<file path="src/rtl/btn_autorepeat.sv">
// btn_autorepeat
// Conditions a raw mechanical push-button into a step strobe with auto-repeat.
// The raw input is synchronised (2-FF), debounced (DB_CYCLES stable cycles),
// and turned into press/release strobes. A small IDLE/DELAY/REPEAT FSM emits
// one step pulse on each accepted press, then one after HOLD_CYCLES of
// holding, then one every REP_CYCLES while the button is still held.
//
// Ports:
//   clk           in   system clock
//   rst_n         in   asynchronous active-low reset
//   btn_i         in   raw asynchronous button, active high
//   en            in   step enable; low forces the FSM to IDLE
//   btn_level     out  debounced button level
//   press_pulse   out  one-cycle strobe on accepted rising level
//   release_pulse out  one-cycle strobe on accepted falling level
//   step_pulse    out  one-cycle step strobe (initial press + auto-repeats)
//   repeat_active out  high while the FSM is in REPEAT
module btn_autorepeat #(
    parameter int DB_CYCLES   = 1_000_000,
    parameter int HOLD_CYCLES = 50_000_000,
    parameter int REP_CYCLES  = 500_000
) (
    input  logic clk,
    input  logic rst_n,
    input  logic btn_i,
    input  logic en,
    output logic btn_level,
    output logic press_pulse,
    output logic release_pulse,
    output logic step_pulse,
    output logic repeat_active
);

    // A one-cycle debounce still needs a 1-bit counter signal to exist.
    localparam int CW   = (DB_CYCLES > 1) ? $clog2(DB_CYCLES) : 1;
    localparam int TMAX = (HOLD_CYCLES > REP_CYCLES) ? HOLD_CYCLES : REP_CYCLES;
    localparam int TW   = $clog2(TMAX);

    localparam logic [CW-1:0] DB_LAST   = CW'(DB_CYCLES - 1);
    localparam logic [TW-1:0] HOLD_LAST = TW'(HOLD_CYCLES - 1);
    localparam logic [TW-1:0] REP_LAST  = TW'(REP_CYCLES - 1);

    typedef enum logic [1:0] {
        IDLE   = 2'd0,
        DELAY  = 2'd1,
        REPEAT = 2'd2
    } state_t;

    logic          sync1_q, sync2_q;
    logic [CW-1:0] cnt_q, cnt_d;
    logic          lvl_q, lvl_d;          // internal debounced level
    logic          btn_level_q;           // registered copy, also the edge reference
    logic          press_q, release_q;
    state_t        state_q, state_d;
    logic [TW-1:0] timer_q, timer_d;
    logic          step_q, step_d;
    logic          repeat_q, repeat_d;
    logic          rise;

    // The output copy lags the internal level by one cycle, so a mismatch
    // between the two marks the cycle right after an accepted change.
    assign rise = lvl_q & ~btn_level_q;

    // ---------------- Synchroniser + debounce ----------------
    always_comb begin
        cnt_d = cnt_q;
        lvl_d = lvl_q;
        if (sync2_q == lvl_q) begin
            cnt_d = '0;
        end else if (cnt_q == DB_LAST) begin
            lvl_d = sync2_q;
            cnt_d = '0;
        end else begin
            cnt_d = cnt_q + CW'(1);
        end
    end

    always_ff @(posedge clk or negedge rst_n) begin
        if (!rst_n) begin
            sync1_q     <= 1'b0;
            sync2_q     <= 1'b0;
            cnt_q       <= '0;
            lvl_q       <= 1'b0;
            btn_level_q <= 1'b0;
            press_q     <= 1'b0;
            release_q   <= 1'b0;
        end else begin
            sync1_q     <= btn_i;
            sync2_q     <= sync1_q;
            cnt_q       <= cnt_d;
            lvl_q       <= lvl_d;
            btn_level_q <= lvl_q;
            press_q     <= lvl_q & ~btn_level_q;
            release_q   <= ~lvl_q & btn_level_q;
        end
    end

    // ---------------- Repeat FSM: state register ----------------
    always_ff @(posedge clk or negedge rst_n) begin
        if (!rst_n) begin
            state_q  <= IDLE;
            timer_q  <= '0;
            step_q   <= 1'b0;
            repeat_q <= 1'b0;
        end else begin
            state_q  <= state_d;
            timer_q  <= timer_d;
            step_q   <= step_d;
            repeat_q <= repeat_d;
        end
    end

    // ---------------- Repeat FSM: next state ----------------
    // A low internal level while DELAY/REPEAT means the button was released;
    // it is tested before timer expiry so a coincident release wins.
    always_comb begin
        state_d = state_q;
        timer_d = timer_q;
        case (state_q)
            IDLE: begin
                if (rise && en) begin
                    state_d = DELAY;
                    timer_d = '0;
                end
            end
            DELAY: begin
                if (!lvl_q || !en) begin
                    state_d = IDLE;
                end else if (timer_q == HOLD_LAST) begin
                    state_d = REPEAT;
                    timer_d = '0;
                end else begin
                    timer_d = timer_q + TW'(1);
                end
            end
            REPEAT: begin
                if (!lvl_q || !en) begin
                    state_d = IDLE;
                end else if (timer_q == REP_LAST) begin
                    timer_d = '0;
                end else begin
                    timer_d = timer_q + TW'(1);
                end
            end
            default: begin
                state_d = IDLE;
                timer_d = '0;
            end
        endcase
    end

    // ---------------- Repeat FSM: outputs ----------------
    always_comb begin
        step_d   = 1'b0;
        repeat_d = (state_d == REPEAT);
        case (state_q)
            IDLE:    step_d = rise && en;
            DELAY:   step_d = lvl_q && en && (timer_q == HOLD_LAST);
            REPEAT:  step_d = lvl_q && en && (timer_q == REP_LAST);
            default: step_d = 1'b0;
        endcase
    end

    assign btn_level     = btn_level_q;
    assign press_pulse   = press_q;
    assign release_pulse = release_q;
    assign step_pulse    = step_q;
    assign repeat_active = repeat_q;

endmodule

</file>
<file path="config.mk">
export PLATFORM = sky130hd
export DESIGN_NAME = btn_autorepeat
export DESIGN_NICKNAME = d
export VERILOG_FILES = /design/src/rtl/btn_autorepeat.sv
export SDC_FILE = /design/constraint.sdc
export NUM_CORES = 1
export LEC_CHECK = 0
export ABC_CLOCK_PERIOD_IN_PS = 3000
export CAP_MARGIN = 10
export CORE_AREA = 2 2 72 74
export CTS_BUF_LIST = sky130_fd_sc_hd__clkbuf_2 sky130_fd_sc_hd__clkbuf_4 sky130_fd_sc_hd__clkbuf_8
export DETAILED_ROUTE_END_ITERATION = 8
export DIE_AREA = 0 0 74 76
export HOLD_SLACK_MARGIN = 0.15
export PLACE_DENSITY = 0.79
export SYNTH_ARGS = -nofsm -noshare
export SYNTH_HDL_FRONTEND = slang
export SYNTH_SLANG_ARGS = --single-unit
</file>
<file path="constraint.sdc">
create_clock -name clk -period 3 [get_ports clk]
set_clock_uncertainty 0.2 [all_clocks]
set_input_delay 0.9 -clock clk [delete_from_list [all_inputs] [get_ports clk]]
set_output_delay 0.9 -clock clk [all_outputs]
set_load 0.01 [all_outputs]
</file>
==> results of run 1 <==
[per-stage QoR]
| stage | hold slack, ps | worst slack [ps] | instance area, um^2 | power, mW | std cells |
|---|---|---|---|---|---|
| finish | 165 | 58.4 | 3320 | 1.30 | 401 |
| global route | 187 | 42.0 | 3320 | 1.36 | 401 |
| CTS | 169 | 116 | 3320 | 1.32 | 401 |
| detailed placement | 146 | -214 | 3210 | 0.813 | 393 |
| global placement | 133 | -187 | 3210 | 0.812 | 393 |
| floorplan | 131 | 252 | 3020 | 0.788 | 319 |
[placed cells by master, fill, tap and decap left out, types with 4 or more instances in the layout]
master	synthesis	routed
sky130_fd_sc_hd__or4_1	8	8
sky130_fd_sc_hd__nand3_1	14	14
sky130_fd_sc_hd__nand2_1	21	21
sky130_fd_sc_hd__and4_1	7	7
sky130_fd_sc_hd__nand4_1	16	16
sky130_fd_sc_hd__xor2_1	9	9
sky130_fd_sc_hd__ha_1	6	6
sky130_fd_sc_hd__dfrtp_1	56	56
sky130_fd_sc_hd__nor3_1	8	8
sky130_fd_sc_hd__o21ai_0	9	9
sky130_fd_sc_hd__buf_4	0	8
sky130_fd_sc_hd__inv_1	12	12
sky130_fd_sc_hd__o31ai_1	4	4
sky130_fd_sc_hd__xnor2_1	22	22
sky130_fd_sc_hd__a21oi_1	12	12
sky130_fd_sc_hd__clkdlybuf4s50_1	0	7
sky130_fd_sc_hd__clkbuf_8	0	5
sky130_fd_sc_hd__nor2_1	40	40
sky130_fd_sc_hd__nor4_1	14	14
sky130_fd_sc_hd__or3_1	5	5
[cell usage after synthesis (2+ instances only)]
cell type / instances / area share
sky130_fd_sc_hd__ha_1: 6 / 0.025
sky130_fd_sc_hd__and3_1: 2 / 0.0041
sky130_fd_sc_hd__or2_1: 2 / 0.0041
sky130_fd_sc_hd__xor2_1: 9 / 0.026
sky130_fd_sc_hd__and4_1: 7 / 0.020
sky130_fd_sc_hd__nand4_1: 16 / 0.033
sky130_fd_sc_hd__nor2_1: 40 / 0.050
sky130_fd_sc_hd__nand2b_1: 3 / 0.0062
sky130_fd_sc_hd__a211oi_1: 3 / 0.0074
sky130_fd_sc_hd__a21o_1: 3 / 0.0074
sky130_fd_sc_hd__nor2b_1: 3 / 0.0062
sky130_fd_sc_hd__o21ai_0: 9 / 0.015
sky130_fd_sc_hd__inv_1: 12 / 0.015
sky130_fd_sc_hd__xnor2_1: 22 / 0.064
sky130_fd_sc_hd__nor4b_1: 2 / 0.0058
sky130_fd_sc_hd__nand2_1: 21 / 0.026
sky130_fd_sc_hd__dfrtp_1: 56 / 0.46
sky130_fd_sc_hd__or4_1: 8 / 0.020
sky130_fd_sc_hd__and2_1: 2 / 0.0041
sky130_fd_sc_hd__nor3_1: 8 / 0.013
sky130_fd_sc_hd__buf_6: 3 / 0.011
sky130_fd_sc_hd__o31ai_1: 4 / 0.0099
sky130_fd_sc_hd__a2111oi_0: 2 / 0.0058
sky130_fd_sc_hd__or4b_2: 2 / 0.0066
sky130_fd_sc_hd__a21oi_1: 12 / 0.020
sky130_fd_sc_hd__or3_1: 5 / 0.010
sky130_fd_sc_hd__clkbuf_1: 10 / 0.012
sky130_fd_sc_hd__nor4_1: 14 / 0.029
sky130_fd_sc_hd__nand3_1: 14 / 0.023
sky130_fd_sc_hd__or2_2: 2 / 0.0041
[power breakdown]
| group | leakage, nW | internal, mW | switching, mW |
|---|---|---|---|
| combinational | 0.503 | 0.00971 | 0.0234 |
| clock | 0.0600 | 0.253 | 0.255 |
| sequential | 0.760 | 0.759 | 0.00498 |
| total | 1.32 | 1.02 | 0.283 |
[layer usage]
| layer | up-vias | GRT usage | wire (um) |
|---|---|---|---|
| li1 | 1166 | - | - |
| met1 | 1184 | 0.352 | 2900 |
| met2 | 67 | 0.371 | 2940 |
| met3 | 11 | 0.0516 | 277 |
| met4 | 0 | 0.0873 | 82 |
| met5 | - | 0 | 0 |
[area by class of cell]
class                      count  area, um^2
fill                         381        1590
sequential                    56        1400
clock inverter                 3        46.3
timing repair buffer          18         175
inverter                      12        45.0
multi-input combinational    237        1500
tap                           70        87.6
clock buffer                   5        68.8
[kinds of logic after synthesis]
group | after synthesis | synth area share
adders and majority gates | 6 | 0.0248
and+or+nand+nor | 155 | 0.279
AOI/OAI and AO/OA | 44 | 0.0985
xor gates and xnor gates | 31 | 0.0898
muxes | 1 | 0.00372
DFF | 56 | 0.464
buffers and inverters | 26 | 0.0401
[state kept, by name (all words and copies together), names as in the netlist]
signal	cells
timer_q	26
cnt_q	20
state_q	2
btn_level	1
lvl_q	1
press_pulse	1
release_pulse	1
repeat_active	1
step_pulse	1
sync1_q	1
sync2_q	1
[worst reg2reg max path: cells and delay by family, from the launching register on]
| kind | cells | cell delay, ps |
|---|---|---|
| flip-flops | 1 | 470 |
| buffers and inverters | 1 | 100 |
| AND/OR/NAND/NOR | 3 | 1420 |
| AO/OA/AOI/OAI | 2 | 280 |
| adder cells (fa/ha/maj) | 1 | 250 |
[path summary, 6_finish.rpt]
kind / cells after the start / endpoint
worst min-delay path: 0 / sync2_q$_DFF_PN0_
max in group asynchronous: 2 / timer_q[11]$_DFFE_PN0P_
worst min register to register: 0 / sync2_q$_DFF_PN0_
worst max register to register: 7 / timer_q[25]$_DFFE_PN0P_
worst max-delay path: 6 / timer_q[25]$_DFFE_PN0P_
min in group asynchronous: 1 / sync2_q$_DFF_PN0_
==> summary.log, run 1 <==
[outcome] outcome finished, final reports clean
[logic_synthesis] Post-synth ARST share 1.00
[logic_synthesis] count of unique library cells instantiated by Yosys 47
[floorplanning] number of I/O pins 9
[drt] number of DRC markers after the initial detailed-route iteration 342
[logic_synthesis] number of enable-type register cells in the synthesized netlist 0
[pwr] pwr/cell area 393 nW/um^2
[critical_path] family of cells with the greatest summed delay on the critical path simple AND/OR/NAND/NOR gates
[timing] final period utilization 0.981
[global_route] antenna violations before repair 0
[drt] number of optimization iterations in the first detailed-route pass 5
[timing] final-layout setup total negative slack 0 ps
[critical_path] Max FO, Critical Path 6
[logic_synthesis] Yosys warning total 0
[timing] maximum clock frequency 340 MHz
[placed_design] number of input and output port buffers inserted 8
[global_route] maximum number of pins on one net before global-route repair 30
[critical_path] worst setup slack for register-to-register paths 200 ps
[floorplanning] die outline width 74 um
[cts] post-CTS setup buffers 0
[cts] clock tree from TritonCTS built
[final_layout] number of nets in the layout 340
[drt] count of nets left with antenna violations after detail routing 0
[timing] post-layout min period 2940 ps
[critical_path] CP Buf/Inv Count 1
[critical_path] Critical Path, Cell by Cell clkdlybuf4s50_1 > and2_1 > a21oi_1 > or4_1 > or4_1 > a21oi_1
[cts] register clock-pin slew on the reported worst setup and hold paths 100 ps
[min_path] worst hold path class flip-flop to flip-flop
[cts] CTS H-tree lvls 2
[run] max-cap violations 0
[logic_synthesis] number of nets in the synthesized netlist 329
[logic_synthesis] flip-flop cell with the highest count after synthesis sky130_fd_sc_hd__dfrtp_1
[floorplanning] number of placement rows 26
[drt] final routed DRC violation total 0
[timing] final hold violations 0
[logic_synthesis] count of state elements after synthesis 56
[critical_path] CP max stage delay 650 ps
[global_route] total global routing overflow 0
[floorplanning] starting density of the core 0.615
[floorplanning] floorplan core area 4910 um^2
[critical_path] Worst setup EP type flip-flop
[final_layout] Area growth, synth to finish 9.98%
[logic_synthesis] synthesized instance count 319
[timing] unrepaired setup endpoints after global routing false
[critical_path] worst endpoint required time 3040 ps
[critical_path] worst r2r src state_q[1]$_DFF_PN0_
[logic_synthesis] proportion of synthesized chip area in sequential cells 0.464
[drt] detail-routed net length per standard cell 15.5 um
[critical_path] critical path class input port to flip-flop
[final_layout] diodes inserted 0
[final_layout] fraction of layout instances using a drive strength above 1 0.0846
[floorplanning] die area 5620 um^2
[floorplanning] Die Ht 76 um
[drt] Post-Route WL 6210 um
[timing] final-report setup violation count 0
[final_layout] Finished Core Util 0.677
[cts] number of buffers added by the clock tree synthesis step 5
[global_route] overall global routing resource usage 0.247
[pwr] Worst IR Drop VDD 191 uV
[cts] # clock sinks 56
[placed_design] Routability Congestion 0.831
[min_path] critical hold path startpoint sync1_q$_DFF_PN0_
[timing] final max-slew violation count 0
[cts] Root Driver sky130_fd_sc_hd__clkbuf_8
[critical_path] Arrival @ worst endpoint 2980 ps
[timing] actual transition at the worst max-transition pin 694 ps
[cts] maximum buffer depth of the clock tree 2
[timing] Max-Slew Margin vs Limit 0.537
[logic_synthesis] netlist area before placement 3020 um^2
[critical_path] cell with the biggest individual delay on the critical path sky130_fd_sc_hd__or4_1
[drt] via density per instance 6.05
[placed_design] Detailed Place HPWL 4320 um
[pwr] Pleak 1.32 nW
[global_route] vias in the first global route 2416
[critical_path] kind of launch point of the worst setup path input port
[drt] Vias 2428
[cts] hold-fix buffers at CTS 0
[critical_path] CP startpoint en
[logic_synthesis] Post-Syn Area per Cell 9.48 um^2
[cts] Skew-Pair Late Insertion Delay 310 ps
[global_route] global-route wire length before repair 10900 um
[cts] Gates resized, CTS repair 0
Note: power is estimated with default switching activity, not from simulation.
==> run 2: changes to the inputs <==
--- a/config.mk
+++ b/config.mk
@@ -7,12 +7,12 @@
 export LEC_CHECK = 0
 export ABC_CLOCK_PERIOD_IN_PS = 3000
 export CAP_MARGIN = 10
-export CORE_AREA = 2 2 72 74
+export CORE_AREA = 2 2 90 92
 export CTS_BUF_LIST = sky130_fd_sc_hd__clkbuf_2 sky130_fd_sc_hd__clkbuf_4 sky130_fd_sc_hd__clkbuf_8
 export DETAILED_ROUTE_END_ITERATION = 8
-export DIE_AREA = 0 0 74 76
+export DIE_AREA = 0 0 92 94
 export HOLD_SLACK_MARGIN = 0.15
-export PLACE_DENSITY = 0.79
+export PLACE_DENSITY = 0.53
 export SYNTH_ARGS = -nofsm -noshare
 export SYNTH_HDL_FRONTEND = slang
 export SYNTH_SLANG_ARGS = --single-unit
==> summary.log, run 2 (synthesized netlist as in run 1, its figures left out) <==
[pwr] Worst IR Drop VDD 199 uV [was 191 uV]
[final_layout] footprint of the multi-input gates 1500 um^2 [about the same]
[final_layout] diodes inserted 0 [unchanged]
[floorplanning] number of I/O pins 9 [unchanged]
[global_route] total global routing overflow 0 [unchanged]
[critical_path] Critical Path, Cell by Cell clkdlybuf4s50_1 > and2_1 > a21oi_1 > or4_4 > or4_1 > a21oi_1 [was clkdlybuf4s50_1 > and2_1 > a21oi_1 > or4_1 > or4_1 > a21oi_1]
[floorplanning] number of placement rows 32 [was 26]
[placed_design] Detailed Place HPWL 4250 um [was 4320 um]
[cts] maximum buffer depth of the clock tree 2 [unchanged]
[drt] number of optimization iterations in the first detailed-route pass 4 [was 5]
[drt] count of nets left with antenna violations after detail routing 0 [unchanged]
[cts] post-CTS setup buffers 0 [unchanged]
[critical_path] worst r2r src timer_q[7]$_DFFE_PN0P_ [was state_q[1]$_DFF_PN0_]
[floorplanning] starting density of the core 0.397 [was 0.615]
[critical_path] worst endpoint required time 3040 ps [about the same]
[min_path] endpoint of the worst hold path sync2_q$_DFF_PN0_ [unchanged]
[timing] final worst setup slack 157 ps [was 58.4 ps]
[critical_path] critical path class input port to flip-flop [unchanged]
[critical_path] Arrival @ worst endpoint 2880 ps [was 2980 ps]
[final_layout] leading cell type in the layout, fill and taps excluded sky130_fd_sc_hd__dfrtp_1 [unchanged]
[run] max-cap violations 0 [unchanged]
[global_route] global-route wire length before repair 11000 um [was 10900 um]
[final_layout] most frequent cells in the layout sky130_fd_sc_hd__dfrtp_1 (56), sky130_fd_sc_hd__nor2_1 (40), sky130_fd_sc_hd__xnor2_1 (22), sky130_fd_sc_hd__nand2_1 (21), sky130_fd_sc_hd__nand4_1 (16) [unchanged]
[critical_path] CP dominant cell by count sky130_fd_sc_hd__a21oi_1
[critical_path] Worst R2R End timer_q[21]$_DFFE_PN0P_ [was timer_q[25]$_DFFE_PN0P_]
[global_route] maximum number of pins on one net before global-route repair 57 [was 30]
[cts] Skew-Pair Late Insertion Delay 310 ps [about the same]
[final_layout] sequential cell area 1400 um^2 [unchanged]
[global_route] antenna violations before repair 0 [unchanged]
[floorplanning] die area 8650 um^2 [was 5620 um^2]
[critical_path] logic depth of the worst register-to-register path 6 [was 7]
[cts] Root Driver sky130_fd_sc_hd__clkbuf_8 [unchanged]
[timing] unrepaired setup endpoints after global routing false [unchanged]
[critical_path] worst setup slack for register-to-register paths 270 ps [was 200 ps]
[min_path] critical hold path startpoint sync1_q$_DFF_PN0_ [unchanged]
[timing] final period utilization 0.948 [was 0.981]
[outcome] outcome finished, final reports clean [unchanged]
[critical_path] cell with the biggest individual delay on the critical path sky130_fd_sc_hd__or4_4 [was sky130_fd_sc_hd__or4_1]
[drt] Vias 2349 [was 2428]
[cts] number of buffers added by the clock tree synthesis step 5 [unchanged]
[critical_path] CP max stage delay 590 ps [was 650 ps]
[final_layout] leading registers by flop count timer_q x26, cnt_q x20, state_q x2 [unchanged]
[critical_path] family of cells with the greatest summed delay on the critical path simple AND/OR/NAND/NOR gates [unchanged]
[placed_design] pre-CTS worst setup slack -239 ps [was -214 ps]
[final_layout] fraction of layout instances using a drive strength above 1 0.0958 [was 0.0846]
[placed_design] number of input and output port buffers inserted 8 [unchanged]
[drt] final routed DRC violation total 0 [unchanged]
[final_layout] Area growth, synth to finish 10.7% [was 9.98%]
[critical_path] CP Buf/Inv Count 1 [unchanged]
[cts] clock tree from TritonCTS built [unchanged]
[timing] maximum clock frequency 352 MHz [was 340 MHz]
[min_path] number of cells on the worst hold path 0 [unchanged]
[final_layout] Final Instance Area 3350 um^2 [was 3320 um^2]
[timing] Max-Slew Margin vs Limit 0.533 [was 0.537]
[pwr] total power after layout 1.23 mW [was 1.30 mW]
[timing] final-layout setup total negative slack 0 ps [unchanged]
[timing] post-layout min period 2840 ps [was 2940 ps]
[floorplanning] die outline width 92 um [was 74 um]
[cts] register clock-pin slew on the reported worst setup and hold paths 100 ps [about the same]
[final_layout] number of fillers in the final layout 752 [was 381]
[drt] number of DRC markers after the initial detailed-route iteration 101 [was 342]
[critical_path] kind of launch point of the worst setup path input port [unchanged]
[global_route] vias in the first global route 2236 [was 2416]
[drt] via density per instance 5.39 [was 6.05]
[timing] actual transition at the worst max-transition pin 700 ps [was 694 ps]
[placed_design] Routability Congestion 0.800 [was 0.831]
[placed_design] total placed instance area 3250 um^2 [was 3210 um^2]
[final_layout] register with the highest flop count timer_q [unchanged]
[drt] Post-Route WL 6170 um [was 6210 um]
[min_path] worst hold path class flip-flop to flip-flop [unchanged]
[critical_path] Max FO, Critical Path 6 [unchanged]
[global_route] overall global routing resource usage 0.158 [was 0.247]
[critical_path] Worst setup EP type flip-flop [unchanged]
[final_layout] number of nets in the layout 343 [was 340]
[floorplanning] floorplan core area 7610 um^2 [was 4910 um^2]
[pwr] Pleak 1.32 nW [about the same]
[timing] final-report setup violation count 0 [unchanged]
[cts] CTS H-tree lvls 2 [unchanged]
[drt] detail-routed net length per standard cell 14.1 um [was 15.5 um]
[final_layout] Finished Core Util 0.440 [was 0.677]
[final_layout] flip-flop count of the largest register, all copies and words added 26 [unchanged]
[timing] final max-slew violation count 0 [unchanged]
[timing] final hold violations 0 [unchanged]
[floorplanning] Die Ht 94 um [was 76 um]
[pwr] pwr/cell area 369 nW/um^2 [was 393 nW/um^2]
[cts] # clock sinks 56 [unchanged]
## run 2: cell types whose count changed in the layout (fill, tap and decap cells not counted), sizes merged
cell / change
clkbuf: +1
buf: +3
bufinv: -1
## run 2: what timing repair did
action | 4_1_cts | 5_1_grt
endpoints found under the setup margin | 0 | 1
resized for setup | 0 | 1
hold buffers | 0 | 0
## run 2: worst max path at each step
stage	start	to	slack, ps	cells past startpoint
floorplan	en	timer_q[21]$_DFFE_PN0P_	250	6
global placement	en	timer_q[25]$_DFFE_PN0P_	-230	6
detailed placement	en	timer_q[25]$_DFFE_PN0P_	-240	6
CTS	en	timer_q[25]$_DFFE_PN0P_	80	6
global route	en	timer_q[18]$_DFFE_PN0P_	80	9
finish	en	timer_q[25]$_DFFE_PN0P_	160	6
## run 2: cell type report
cell class,instances,share of cell area
inverters,12,0.0135
flip-flops and latches,56,0.419
clock inverters,2,0.00411
clock buffers,6,0.0247
repair buffers,21,0.0516
well taps,102,0.0381
multi-input cells,237,0.449
## run 2: report_power, final
part	switching, mW	leakage (nW)	internal, mW
Clock	0.250	0.0516	0.190
Sequential	0.00517	0.760	0.759
Combinational	0.0223	0.513	0.00791
Total	0.278	1.32	0.956
## run 2: routing by layer
| metal | vias to the layer above | wire length (um) | track usage |
|---|---|---|---|
| met5 | - | 0 | 0 |
| met4 | 0 | 68 | 0.0498 |
| met3 | 6 | 116 | 0.0289 |
| met2 | 21 | 2750 | 0.244 |
| met1 | 1143 | 3240 | 0.226 |
| li1 | 1179 | - | - |
## run 2: per-stage QoR
| step | hold slack (ps) | instances |
|---|---|---|
| after floorplan | 131 | 319 |
| after global placement | 149 | 428 |
| after detailed placement | 152 | 428 |
| after CTS | 178 | 436 |
| after global routing | 185 | 436 |
| final | 171 | 436 |
## run 2: worst reg2reg max path, stage by stage, from the launching register on
cell,delay [ps]
sky130_fd_sc_hd__dfrtp_1,470
sky130_fd_sc_hd__or4_4,530
sky130_fd_sc_hd__or2_1,230
sky130_fd_sc_hd__or4_1,530
sky130_fd_sc_hd__a311oi_2,330
sky130_fd_sc_hd__buf_4,250
sky130_fd_sc_hd__a21oi_1,70
